--- src/rtl/io_pkg.sv ---
// Shared definitions for the key debounce block: per-key state encoding,
// default parameter values and the counter-width helper.
package io_pkg;

    localparam int DEFAULT_KEYS         = 5;
    localparam int DEFAULT_STABLE_TICKS = 10;   // 10 x 2 ms tick = 20 ms

    typedef enum logic [1:0] {
        ST_IDLE        = 2'd0,
        ST_PRESS_CHK   = 2'd1,
        ST_HELD        = 2'd2,
        ST_RELEASE_CHK = 2'd3
    } deb_state_t;

    // Counter must hold 0..stable_ticks inclusive.
    function automatic int cnt_width(input int stable_ticks);
        return $clog2(stable_ticks + 1);
    endfunction

endpackage

--- src/rtl/key_debounce_fsm.sv ---
// Single-key debouncer: 2-flop synchronizer, four-state FSM advanced only on
// tick strobes, agreement counter, and registered level/press/release outputs.
//
// state          | meaning
// ---------------+-----------------------------------------------------------
// ST_IDLE        | debounced released, sample agrees with released
// ST_PRESS_CHK   | released, counting consecutive pressed samples
// ST_HELD        | debounced pressed, sample agrees with pressed
// ST_RELEASE_CHK | pressed, counting consecutive released samples
module key_debounce_fsm
    import io_pkg::*;
#(
    parameter int STABLE_TICKS = DEFAULT_STABLE_TICKS,
    parameter bit KEY_ACTIVE   = 1'b1
) (
    input  logic clk,
    input  logic rst,
    input  logic tick_in,
    input  logic key_raw,
    output logic key_level,
    output logic key_press,
    output logic key_release
);

    localparam int             CW  = cnt_width(STABLE_TICKS);
    localparam logic [CW:0]    LIM = (CW + 1)'(STABLE_TICKS);
    localparam logic           RELEASED_RAW = ~KEY_ACTIVE;

    logic [1:0]    r_sync;
    logic [CW-1:0] r_cnt;
    deb_state_t    r_state;
    logic          r_level;
    logic          r_press;
    logic          r_release;

    logic          w_sample;
    logic [CW:0]   w_cnt_inc;
    logic          w_reach;

    // Sample normalised so that 1 always means pressed.
    assign w_sample  = r_sync[1] ~^ KEY_ACTIVE;
    // One extra bit so the compare cannot wrap; r_cnt is 0 in IDLE/HELD,
    // which makes STABLE_TICKS = 1 jump straight across without a CHK state.
    assign w_cnt_inc = {1'b0, r_cnt} + (CW + 1)'(1);
    assign w_reach   = (w_cnt_inc >= LIM);

    // Two-flop synchronizer for the asynchronous key pin.
    always_ff @(posedge clk) begin
        if (rst) begin
            r_sync <= {2{RELEASED_RAW}};
        end else begin
            r_sync <= {r_sync[0], key_raw};
        end
    end

    // Debounce FSM with counter and registered outputs; advances on ticks only.
    always_ff @(posedge clk) begin
        if (rst) begin
            r_state   <= ST_IDLE;
            r_cnt     <= '0;
            r_level   <= 1'b0;
            r_press   <= 1'b0;
            r_release <= 1'b0;
        end else begin
            r_press   <= 1'b0;
            r_release <= 1'b0;
            if (tick_in) begin
                case (r_state)
                    ST_IDLE: begin
                        if (w_sample) begin
                            if (w_reach) begin
                                r_state <= ST_HELD;
                                r_cnt   <= '0;
                                r_level <= 1'b1;
                                r_press <= 1'b1;
                            end else begin
                                r_state <= ST_PRESS_CHK;
                                r_cnt   <= w_cnt_inc[CW-1:0];
                            end
                        end
                    end
                    ST_PRESS_CHK: begin
                        if (!w_sample) begin
                            r_state <= ST_IDLE;
                            r_cnt   <= '0;
                        end else if (w_reach) begin
                            r_state <= ST_HELD;
                            r_cnt   <= '0;
                            r_level <= 1'b1;
                            r_press <= 1'b1;
                        end else begin
                            r_cnt   <= w_cnt_inc[CW-1:0];
                        end
                    end
                    ST_HELD: begin
                        if (!w_sample) begin
                            if (w_reach) begin
                                r_state   <= ST_IDLE;
                                r_cnt     <= '0;
                                r_level   <= 1'b0;
                                r_release <= 1'b1;
                            end else begin
                                r_state <= ST_RELEASE_CHK;
                                r_cnt   <= w_cnt_inc[CW-1:0];
                            end
                        end
                    end
                    ST_RELEASE_CHK: begin
                        if (w_sample) begin
                            r_state <= ST_HELD;
                            r_cnt   <= '0;
                        end else if (w_reach) begin
                            r_state   <= ST_IDLE;
                            r_cnt     <= '0;
                            r_level   <= 1'b0;
                            r_release <= 1'b1;
                        end else begin
                            r_cnt     <= w_cnt_inc[CW-1:0];
                        end
                    end
                    default: begin
                        r_state <= ST_IDLE;
                        r_cnt   <= '0;
                        r_level <= 1'b0;
                    end
                endcase
            end
        end
    end

    assign key_level   = r_level;
    assign key_press   = r_press;
    assign key_release = r_release;

endmodule

--- src/rtl/key_debounce.sv ---
// Multi-key debouncer: one independent key_debounce_fsm per key input, all
// sharing the system clock, reset and the periodic sample tick.
module key_debounce
    import io_pkg::*;
#(
    parameter int KEYS         = DEFAULT_KEYS,
    parameter int STABLE_TICKS = DEFAULT_STABLE_TICKS,
    parameter bit KEY_ACTIVE   = 1'b1
) (
    input  logic            clk,
    input  logic            rst,
    input  logic            tick_in,
    input  logic [KEYS-1:0] key_raw,
    output logic [KEYS-1:0] key_level,
    output logic [KEYS-1:0] key_press,
    output logic [KEYS-1:0] key_release
);

    // One debouncer per key; keys never interact.
    for (genvar g = 0; g < KEYS; g++) begin : g_key
        key_debounce_fsm #(
            .STABLE_TICKS (STABLE_TICKS),
            .KEY_ACTIVE   (KEY_ACTIVE)
        ) u_key (
            .clk         (clk),
            .rst         (rst),
            .tick_in     (tick_in),
            .key_raw     (key_raw[g]),
            .key_level   (key_level[g]),
            .key_press   (key_press[g]),
            .key_release (key_release[g])
        );
    end

endmodule

--- config.mk ---
export PLATFORM = sky130hd
export DESIGN_NAME = key_debounce
export DESIGN_NICKNAME = d
export VERILOG_FILES = /design/src/rtl/io_pkg.sv /design/src/rtl/key_debounce_fsm.sv /design/src/rtl/key_debounce.sv
export SDC_FILE = /design/constraint.sdc
export NUM_CORES = 1
export LEC_CHECK = 0
export CAP_MARGIN = 10
export CELL_PAD_IN_SITES_DETAIL_PLACEMENT = 0
export CELL_PAD_IN_SITES_GLOBAL_PLACEMENT = 1
export CORE_UTILIZATION = 48
export DETAILED_ROUTE_END_ITERATION = 10
export DONT_BUFFER_PORTS = 1
export GPL_TIMING_DRIVEN = 1
export PLACE_DENSITY_LB_ADDON = 0.05
export SKIP_CTS_REPAIR_TIMING = 1
export SLEW_MARGIN = 40
export SYNTH_ARGS = -nofsm -noshare
export SYNTH_HDL_FRONTEND = slang
export SYNTH_SLANG_ARGS = --single-unit
--- constraint.sdc ---
create_clock -name clk -period 2.5 [get_ports clk]
set_input_delay 0.5 -clock clk [delete_from_list [all_inputs] [get_ports clk]]
set_output_delay 0.5 -clock clk [all_outputs]
set_load 0.03 [all_outputs]
# Word level (Yosys, flattened, before mapping)

Index checks and enable logic that the tools add are counted.

ROM bits: 0
Memories kept: 0
Register bits after elaboration: 55
RAM bits: 0
Bits in latches: 0
Output and inout bits: 15
Logic and storage cells: 256

Order comparisons: 5
Eq/ne operators: 55
Multipliers: 0
Muxes and demuxes: 105
Reduce and logical (&&, ||, !) cells: 40
Bitwise gates (word level): 16
Div/mod/pow operators: 0
Add/sub/neg operators: 5
Shifts and indexed selects: 0

Operators with widths:

| cell                | number |
|---|---|
| $mux 4              | 25 |
| $mux 2              | 40 |
| $pmux 4 s4          | 5 |
| $reduce_and 5->1    | 10 |
| $ne 2x1->1 const B  | 20 |
| $pmux 2 s4          | 5 |
| $reduce_or 4->1     | 10 |
| $add 4x1->5 const B | 5 |
| $ge 5x4->1 const B  | 5 |
| $mux 1              | 25 |
| $eq 2x2->1 const B  | 10 |
| $ne 2x2->1 const B  | 10 |
| $reduce_or 2->1     | 10 |
| $not 1->1           | 16 |
| $ne 3x1->1 const B  | 5 |
| $ne 3x3->1 const B  | 5 |
| $reduce_and 3->1    | 5 |
| $eq 2x1->1 const B  | 5 |
| $logic_not 2->1     | 5 |
| $pmux 1 s2          | 5 |

# Depth between registers and ports, before layout

Gate-level depths: netlist of run 1.

Depth after elaboration: 5
Gate-level depth with buffers: 7

# By module

A second synthesis of run 1 with hierarchy kept.

Cells, all modules: 350
Area total of the unflattened synthesis: 2896.5 um^2

Modules (own cells, without submodules):

| module           | sequential area each (um^2) | cells an instance | area an instance (um^2) | instances |
|---|---|---|---|---|
| key_debounce_fsm | 220.2                       | 70                | 579.3                   | 5 |

# Worst setup path after synthesis of run 1

Ideal clock, no wire load.

Kind: reg-to-reg
Start point: reg g_key[1].u_key.r_cnt[1]
End point: reg g_key[1].u_key.r_cnt[2]
Arrival time: 1780 ps
Path buffers: 0
Cell stages (with the launch flop): 8
Period minus slack after synthesis: 1865 ps
Setup time: 86 ps
Path slack: 635 ps
Cells stage by stage: dfxtp_1 inv_1 ha_1 or3b_1 a21oi_4 o211ai_2 o21ba_1 a211oi_1

Longest elaborated chain between the ends: 5

Ends and longest elaborated chain:

| what                      | RTL line                | RTL |
|---|---|---|
| start, declared           | key_debounce_fsm.sv:30  | `logic [CW-1:0] r_cnt;` |
| start signal, assigned    | key_debounce_fsm.sv:78  | `r_cnt <= w_cnt_inc[CW-1:0];` |
| start signal, assigned    | key_debounce_fsm.sv:92  | `r_cnt <= w_cnt_inc[CW-1:0];` |
| start signal, assigned    | key_debounce_fsm.sv:104 | `r_cnt <= w_cnt_inc[CW-1:0];` |
| $add 4x1->5 *             | key_debounce_fsm.sv:44  | `assign w_cnt_inc = {1'b0, r_cnt} + (CW + 1)'(1);` |
| $ge 5x4->1                | key_debounce_fsm.sv:45  | `assign w_reach = (w_cnt_inc >= LIM);` |
| $mux 4 *                  | --                      |  |
| $mux 4 (on tied branches) | --                      |  |
| $pmux 4 s4 *              | key_debounce_fsm.sv:68  | `case (r_state)` |

Mark *: on every way between the ends. The rest lies on a longest branch, timed or not. The select of a mux whose other input is x is not followed.
A chain may end at the register's enable or synchronous reset.

# Worst setup path in the final report of run 1

Same ends and word-level chain as after synthesis.

==> summary.txt, run 1 <==
Route
  • Vias: 1,843
  • Iteration count of the initial detailed-routing pass: 4
  • Antenna-violating nets left: 0
  • Drt drc: 0
  • Initial drt markers: 65
  • Vias/cell: 5.45
  • Drt wl/cell: 13.3 µm
  • Post-Route WL: 4.50 mm

Critical path
  • WP data arrival: 2.25 ns
  • Crit path max fanout: 6
  • Endpoint class of the critical path: flop
  • CP startpoint kind: flop
  • Worst R2R Path Depth: 7
  • Crit path to: g_key[1].u_key.r_cnt[2]
  • R2R setup slack: 0.48 ns
  • Critical Path RT: 2.73 ns
  • Crit. Startpoint: g_key[1].u_key.r_cnt[1]
  • Worst R2R Start: g_key[1].u_key.r_cnt[1]
  • CP Class: flop to flop
  • Worst flop-to-flop path endpoint: g_key[1].u_key.r_cnt[2]

Global routing
  • Initial antenna violation count: 0
  • Vias in the first global route: 1,769
  • First-pass GRT wire length: 7.95 mm
  • Total Routing Usage GR: 17.0%
  • Grt total ovfl: 0
  • Pin count of the biggest net entering global routing: 47

Cells and area
  • NumNets Final: 285
  • Syn-to-layout area delta: -0.0948%
  • Register area: 1100 µm²
  • Area of the multi-input gates: 1310 µm²
  • Share of cells above drive strength 1: 7.46%
  • Number of fill cells: 523
  • Diodes inserted: 0

STA
  • Relative slew slack: 61.8%
  • Final setup fails: 0
  • Setup TNS: 0 ns
  • Final cycle utilization of the critical path: 80.9%
  • Crit path time final: 2.02 ns
  • Max Clock Freq: 494 MHz
  • Least-Margin Pin Slew: 0.567 ns
  • Final hold vios: 0
  • Slew Limit Fails: 0
  • RSZ-0062 raised after global routing: no
  • Max Clock Skew: 0.00934 ns

Yosys
  • Mean Syn Cell Area: 9.37 µm²
  • Top post-synthesis cells by area: dfxtp_1 42%, ha_1 4.7%, buf_4 4.3%
  • Yosys warnings: 0
  • Post-synth EDFFs: 0
  • Synth top area share: 41.7%
  • Synth async-reset ratio: 0%
  • Yosys cell types: 52
  • Post-synth top area cell: dfxtp_1
  • Synthesized flop and latch total: 55
  • Sequential share of the synthesized area: 41.7%
  • Syn Nets: 300
  • Main synth FF type: dfxtp_1
  • Post-Syn Instances: 282
  • Cell area after synthesis: 2640 µm²

Clock tree
  • CTS max path bufs: 2
  • CTS root buf: clkbuf_8
  • Reg clk slew, reported paths: 0.10 ns
  • CTS tree: yes
  • CTS Buf Count: 5
  • CTS HTree Levels: 2
  • Clk_lat worst skew: 0.31 ns
  • # clock sinks: 55

Place
  • Port Buffers: 0
  • Placer Congestion: 0.757
  • HPWL Detailed: 2.98 mm

Power and ir drop
  • Overall power: 0.00145 W
  • Switching pwr: 0.000338 W
  • Clock group share of total power: 33.0%
  • Pleak: 1.02 nW
  • Internal power: 0.00112 W
  • Pwr dens: 551 nW/µm²
  • Comb power frac: 4.5%
  • Part of the power in registers: 62.5%
  • Switch share: 23.2%
  • Peak VDD IR: 0.000301 V

Floorplan
  • Ports: 23
  • Cell row count: 26
  • Core box area: 5200 µm²
  • Die footprint: 5800 µm²
  • Die Height: 76.2 µm
  • Starting density of the core: 50.7%
  • Die width: 76.2 µm

Worst hold path
  • Hold crit path type: primary input to flop

Run
  • Max-cap viol count: 0

Status
  • Outcome: finished clean
worst min path at each step:
stage | startpoint | endpoint | slack [ns] | cells after the start
floorplan | g_key[0].u_key.r_sync[0] | g_key[0].u_key.r_sync[1] | 0.41 | 1
global placement | g_key[3].u_key.r_sync[0] | g_key[3].u_key.r_sync[1] | 0.42 | 1
detailed placement | g_key[2].u_key.r_sync[0] | g_key[2].u_key.r_sync[1] | 0.42 | 1
CTS | rst | g_key[4].u_key.key_level | 0.23 | 1
global route | rst | g_key[4].u_key.r_cnt[3] | 0.23 | 1
finish | rst | g_key[4].u_key.r_sync[1] | 0.25 | 1
synth_stat cells (6+ instances only):
cell type	instances
dfxtp_1	55
nand2_1	22
nor2_1	19
a21oi_1	17
nor2b_1	17
buf_4	15
inv_1	14
ha_1	10
o21ai_0	8
nor3_1	6
metrics by stage:
stage	hold WS (ns)	instance area, µm²	setup WS, ns	util [%]	cells
after CTS	0.234	2640	0.473	50.7	338
after global placement	0.418	2550	0.535	49.1	330
after detailed placement	0.422	2550	0.491	49.1	330
after global routing	0.227	2640	0.308	50.7	338
final	0.249	2640	0.477	50.7	338
after floorplan	0.414	2640	0.635	-	282
power groups by stage:
stage	combinational (W)	clock, W	sequential, W
floorplan	0.0000817	0	0.000920
finish	0.0000648	0.000481	0.000909
global route	0.0000736	0.000537	0.000912
global placement	0.0000649	0	0.000929
CTS	0.0000653	0.000509	0.000909
detailed placement	0.0000647	0	0.000930
routing by layer:
metal | vias up | GRT usage, % | part of all wire (%)
li1 | 956 | - | -
met1 | 849 | 21.7 | 52
met2 | 29 | 26.9 | 43
met3 | 9 | 5.15 | 3.4
met4 | 0 | 6.54 | 1.7
met5 | - | 0 | 0
cells by family after synthesis:
| kind of cell | after synthesis | synth area share (%) |
|---|---|---|
| simple gates | 100 | 21.2 |
| compound gates | 70 | 20.0 |
| buf+inv | 37 | 8.91 |
| flops | 55 | 41.7 |
| xor+xnor | 6 | 1.99 |
| mux | 4 | 1.52 |
| fa+ha+maj | 10 | 4.74 |
layout by cell type, fill, tap and decap left out, types with 2 or more instances in the layout:
cell,count
dfxtp_1,55
nand2_1,22
nor2_1,19
a21oi_1,17
nor2b_1,17
inv_1,14
ha_1,10
o21ai_0,8
nor3_1,6
nand3b_1,5
xor2_1,5
o21bai_1,5
nand3_1,5
clkbuf_8,5
nand4_1,4
a41oi_1,4
mux2i_1,4
o211ai_1,4
and4b_1,4
nor3b_1,4
o211ai_2,3
a211oi_1,3
a2bb2oi_1,3
and3_1,3
o21a_1,3
or3b_1,2
a21oi_4,2
nor4b_1,2
a31oi_1,2
o211a_1,2
o41ai_1,2
or3_1,2
flip-flops by register name (all words and copies together) (netlist names):
register / count
g_key.u_key.key_press: 5
g_key.u_key.r_state: 10
g_key.u_key.r_cnt: 20
g_key.u_key.r_sync: 10
g_key.u_key.key_level: 5
g_key.u_key.key_release: 5
final cells by class:
class | instances | share of cell area, %
multi-input cells | 190 | 49.5
flip-flops and latches | 55 | 41.7
well taps | 70 | 3.32
clock buffers | 6 | 2.75
inverters | 14 | 1.99
clock inverters | 2 | 0.474
repair buffers | 1 | 0.284
critical path, cell delays in order (launching register included):
cell	delay (ns)
dfxtp_1	0.42
inv_1	0.06
ha_1	0.31
or3b_1	0.40
a21oi_4	0.18
o211ai_2	0.16
o21ba_1	0.21
a211oi_1	0.21
Note: power is estimated with default switching activity, not from simulation.
==> run 2: changes to the inputs <==
==> constraint.sdc (replaced) <==
create_clock -name clk -period 2.1 [get_ports clk]
set_input_delay 0.42 -clock clk [delete_from_list [all_inputs] [get_ports clk]]
set_output_delay 0.42 -clock clk [all_outputs]
set_load 0.03 [all_outputs]
==> run 2 against run 1 <==
Against the previous run: wire length shrank 0.56%; cell count grew 0.59%; non-clock buffer count grew 3; die area is the same; critical path depth is the same; clock skew shrank 0.0032 ns; largest cell class unchanged.
==> summary.txt, run 2 (synthesis gave the netlist of run 1 again) <==
Cells and area
  • Number of fill cells: 492
  • Largest reg by FF count: g_key.u_key.r_cnt
  • Diodes inserted: 0
  • NumNets Final: 288
  • Max FFs per register: 20
  • Most frequent cells in the layout: 53 x dfxtp_1, 22 x nand2_1, 19 x nor2_1
  • Top flop regs: g_key.u_key.r_cnt (20), g_key.u_key.r_state (10), g_key.u_key.r_sync (10)
  • Syn-to-layout area delta: 1.80%
  • Most common cell after layout, fill and taps aside: dfxtp_1
  • Util after Layout: 51.7%
  • Share of cells above drive strength 1: 8.89%

Clock tree
  • CTS tree: yes
  • CTS root buf: clkbuf_8
  • Clk_lat worst skew: 0.30 ns
  • CTS HTree Levels: 2
  • # clock sinks: 55
  • Reg clk slew, reported paths: 0.09 ns
  • CTS Buf Count: 5
  • CTS max path bufs: 2

Floorplan
  • Die footprint: 5800 µm²
  • Ports: 23
  • Cell row count: 26
  • Core box area: 5200 µm²
  • Starting density of the core: 50.7%
  • Die width: 76.2 µm
  • Die Height: 76.2 µm

Route
  • Drt drc: 0
  • Vias/cell: 5.42
  • Drt wl/cell: 13.2 µm
  • Vias: 1,842
  • Initial drt markers: 48
  • Post-Route WL: 4.47 mm
  • Iteration count of the initial detailed-routing pass: 4
  • Antenna-violating nets left: 0

Critical path
  • WP data arrival: 2.20 ns
  • Crit path max fanout: 6
  • Endpoint class of the critical path: flop
  • CP startpoint kind: flop
  • Critical Path RT: 2.35 ns
  • CP Class: flop to flop

Global routing
  • Grt total ovfl: 0
  • First-pass GRT wire length: 7.61 mm
  • Vias in the first global route: 1,653
  • Pin count of the biggest net entering global routing: 47
  • Initial antenna violation count: 0
  • Total Routing Usage GR: 16.4%

STA
  • Final cycle utilization of the critical path: 93.1%
  • Final hold vios: 0
  • Final setup fails: 0
  • Max Clock Skew: 0.00619 ns
  • Crit path time final: 1.96 ns
  • Relative slew slack: 58.5%
  • Least-Margin Pin Slew: 0.616 ns
  • Hold_ws: 0.172 ns
  • Slew Limit Fails: 0
  • Setup TNS: 0 ns
  • RSZ-0062 raised after global routing: no
  • Max Clock Freq: 511 MHz

Power and ir drop
  • Pwr dens: 682 nW/µm²
  • Pleak: 1.04 nW
  • Peak VDD IR: 0.000530 V

Status
  • Outcome: finished clean

Place
  • Placer Congestion: 0.762
  • HPWL Detailed: 3.02 mm
  • Port Buffers: 0

Run
  • Max-cap viol count: 0

Worst hold path
  • Hold crit path type: primary input to flop
==> run 2: report_power, final <==
part	total [W]	leakage [nW]	switching (W)	internal (W)
sequential	0.00108	0.447	0.0000217	0.00106
clock	0.000673	0.0513	0.000323	0.000350
combinational	0.0000793	0.546	0.0000431	0.0000362
==> run 2: critical path: stages, from the launching register on <==
cell and delay (ns):
dfxtp_1 0.43, inv_1 0.07, ha_1 0.31, or3b_2 0.48, a21oi_4 0.19, o211ai_2 0.15
a2bb2oi_1 0.16, nor2_1 0.10
==> run 2: cell type report <==
type | instances | area (µm²) | area share (%)
repair buffers | 4 | 30.0 | 1.12
well taps | 70 | 87.6 | 3.26
multi-input cells | 190 | 1310 | 48.8
clock inverters | 1 | 30.0 | 1.12
inverters | 14 | 52.6 | 1.95
flip-flops and latches | 55 | 1100 | 41.0
clock buffers | 6 | 72.6 | 2.70
==> run 2: final timing paths <==
path	start	to	slack (ns)	cells past startpoint
max	g_key[0].u_key.r_cnt[1]	g_key[0].u_key.r_cnt[1]	0.14	7
min	rst	g_key[4].u_key.r_cnt[1]	0.17	1
max reg2reg	g_key[0].u_key.r_cnt[1]	g_key[0].u_key.r_cnt[1]	0.14	7
min reg2reg	g_key[4].u_key.r_sync[0]	g_key[4].u_key.r_sync[1]	0.44	1
==> run 2: metrics by stage <==
step	cell area (µm²)	setup WS [ns]	instances	total power, W
6_report	2690	0.144	340	0.00183
5_1_grt	2690	0.0106	340	0.00192
4_1_cts	2680	0.0825	340	0.00186
3_5_place_dp	2580	0.105	333	0.00118
3_3_place_gp	2580	0.145	333	0.00118
2_1_floorplan	2640	0.235	282	0.00119
==> run 2: per-layer routing <==
layer  wire [µm]  GRT usage [%]
met2        1940           26.0
met3         121           3.59
met5           0              0
met4          63           6.92
met1        2350           21.5
==> run 3: changes to the inputs <==
--- a/config.mk
+++ b/config.mk
@@ -8,11 +8,13 @@
 export CAP_MARGIN = 10
 export CELL_PAD_IN_SITES_DETAIL_PLACEMENT = 0
 export CELL_PAD_IN_SITES_GLOBAL_PLACEMENT = 1
+export CORE_MARGIN = 4
 export CORE_UTILIZATION = 48
 export DETAILED_ROUTE_END_ITERATION = 10
 export DONT_BUFFER_PORTS = 1
 export GPL_TIMING_DRIVEN = 1
-export PLACE_DENSITY_LB_ADDON = 0.05
+export PLACE_DENSITY_LB_ADDON = 0.12
+export SETUP_SLACK_MARGIN = 0.02
 export SKIP_CTS_REPAIR_TIMING = 1
 export SLEW_MARGIN = 40
 export SYNTH_ARGS = -nofsm -noshare
==> run 3 against run 2 <==
Against the previous run: count of clock-buffer cells in the layout stayed put; via count up 2.1%; largest power group unchanged; clock skew up 0.0056 ns; critical endpoint is now g_key[1].u_key.r_cnt[2]; setup slack worse by 0.016 ns; die area grew 16%.
==> summary.txt, run 3 (synthesis gave the netlist of run 1 again) <==
Clock tree
  • CTS HTree Levels: 2
  • Reg clk slew, reported paths: 0.09 ns
  • CTS max path bufs: 2
  • CTS Buf Count: 5
  • CTS root buf: clkbuf_8
  • # clock sinks: 55
  • Clk_lat worst skew: 0.30 ns
  • CTS tree: yes

STA
  • Slew Limit Fails: 0
  • Final setup fails: 0
  • Max Clock Freq: 507 MHz
  • Final cycle utilization of the critical path: 93.9%
  • Relative slew slack: 69.0%
  • Crit path time final: 1.97 ns
  • RSZ-0062 raised after global routing: no
  • Least-Margin Pin Slew: 0.458 ns
  • Final hold vios: 0
  • Setup TNS: 0 ns
  • Max Clock Skew: 0.0118 ns

Critical path
  • Endpoint class of the critical path: flop
  • Crit path max fanout: 6
  • CP Class: flop to flop
  • CP cell instances: inv_1 -> ha_1 -> or3b_1 -> a21oi_4 -> o211ai_2 -> o21ba_1 -> a211oi_1
  • CP startpoint kind: flop
  • Slowest cell on the critical path: or3b_1
  • WP data arrival: 2.19 ns
  • Critical Path RT: 2.32 ns
  • Largest stage delay, worst path: 0.40 ns

Cells and area
  • Top flop regs: g_key.u_key.r_cnt (20), g_key.u_key.r_state (10), g_key.u_key.r_sync (10)
  • Syn-to-layout area delta: 3.13%
  • Share of cells above drive strength 1: 10.6%
  • Finished Cell Area: 2720 µm²
  • Max FFs per register: 20
  • Non-filler instance count after layout: 343
  • Diodes inserted: 0
  • Util after Layout: 52.3%
  • NumNets Final: 290
  • Most common cell after layout, fill and taps aside: dfxtp_1
  • Most frequent cells in the layout: 53 x dfxtp_1, 22 x nand2_1, 19 x nor2_1
  • Largest reg by FF count: g_key.u_key.r_cnt

Floorplan
  • Cell row count: 26
  • Die Height: 82.2 µm
  • Ports: 23
  • Core box area: 5200 µm²
  • Die width: 82.2 µm
  • Starting density of the core: 50.7%
  • Die footprint: 6750 µm²

Route
  • Initial drt markers: 85
  • Post-Route WL: 4.55 mm
  • Drt drc: 0
  • Vias: 1,881
  • Vias/cell: 5.48
  • Antenna-violating nets left: 0
  • Iteration count of the initial detailed-routing pass: 4
  • Drt wl/cell: 13.3 µm

Place
  • Post-placement cell count: 335
  • Dpl cell area: 2590 µm²
  • Placer Congestion: 0.710
  • Port Buffers: 0
  • HPWL Detailed: 3.12 mm

Global routing
  • Met3 usage: 4.23%
  • Grt total ovfl: 0
  • Busiest layer in global routing: met2
  • Initial antenna violation count: 0
  • Global Route met2 Usage: 23.6%
  • Total Routing Usage GR: 14.7%
  • Vias in the first global route: 1,740
  • First-pass GRT wire length: 7.87 mm
  • Met1 Track Usage GR: 19.6%
  • Pin count of the biggest net entering global routing: 47

Status
  • Outcome: finished clean

Run
  • Max-cap viol count: 0

Power and ir drop
  • Pleak: 1.06 nW
  • Peak VDD IR: 0.000411 V
  • Pwr dens: 689 nW/µm²

Worst hold path
  • Hold crit path type: primary input to flop
## run 3: worst paths after layout
path,startpoint,to,slack (ns),cells after the start
worst max-delay path,g_key[1].u_key.r_cnt[1],g_key[1].u_key.r_cnt[2],0.13,7
worst min-delay path,rst,g_key[0].u_key.r_cnt[0],0.18,1
worst max register to register,g_key[1].u_key.r_cnt[1],g_key[1].u_key.r_cnt[2],0.13,7
worst min register to register,g_key[0].u_key.r_sync[0],g_key[0].u_key.r_sync[1],0.44,1
## run 3: power by group
| part | switching, W | internal, W | total [W] |
|---|---|---|---|
| Sequential | 0.0000218 | 0.00106 | 0.00108 |
| Clock | 0.000327 | 0.000386 | 0.000713 |
| Combinational | 0.0000440 | 0.0000388 | 0.0000828 |
## run 3: area by class of cell
| class | count | area, µm² |
|---|---|---|
| Clock buffer | 6 | 82.6 |
| Clock inverter | 2 | 35.0 |
| Fill cell | 507 | 2480 |
| Inverter | 14 | 52.6 |
| Multi-Input combinational cell | 190 | 1320 |
| Sequential cell | 55 | 1100 |
| Tap cell | 70 | 87.6 |
| Timing Repair Buffer | 6 | 45.0 |
## run 3: metal layers
layer | share of wire, % | up-vias
met5 | 0 | -
met4 | 0 | 0
met3 | 3.9 | 0
met2 | 45 | 29
met1 | 51 | 882
li1 | - | 970
## run 3: through the flow
stage	total power, W	hold WS, ns	setup WS [ns]
global placement	0.00119	0.424	0.147
floorplan	0.00119	0.414	0.235
detailed placement	0.00119	0.426	0.0791
finish	0.00188	0.176	0.128
global route	0.00197	0.144	0.0203
CTS	0.00191	0.156	0.0558
## run 3: critical path: cells and delay by family (launching register included)
kind | cells | cell delay (ns)
AO/OA/AOI/OAI | 4 | 0.77
flip-flops | 1 | 0.38
adder cells (fa/ha/maj) | 1 | 0.30
AND/OR/NAND/NOR | 1 | 0.40
buffers and inverters | 1 | 0.05
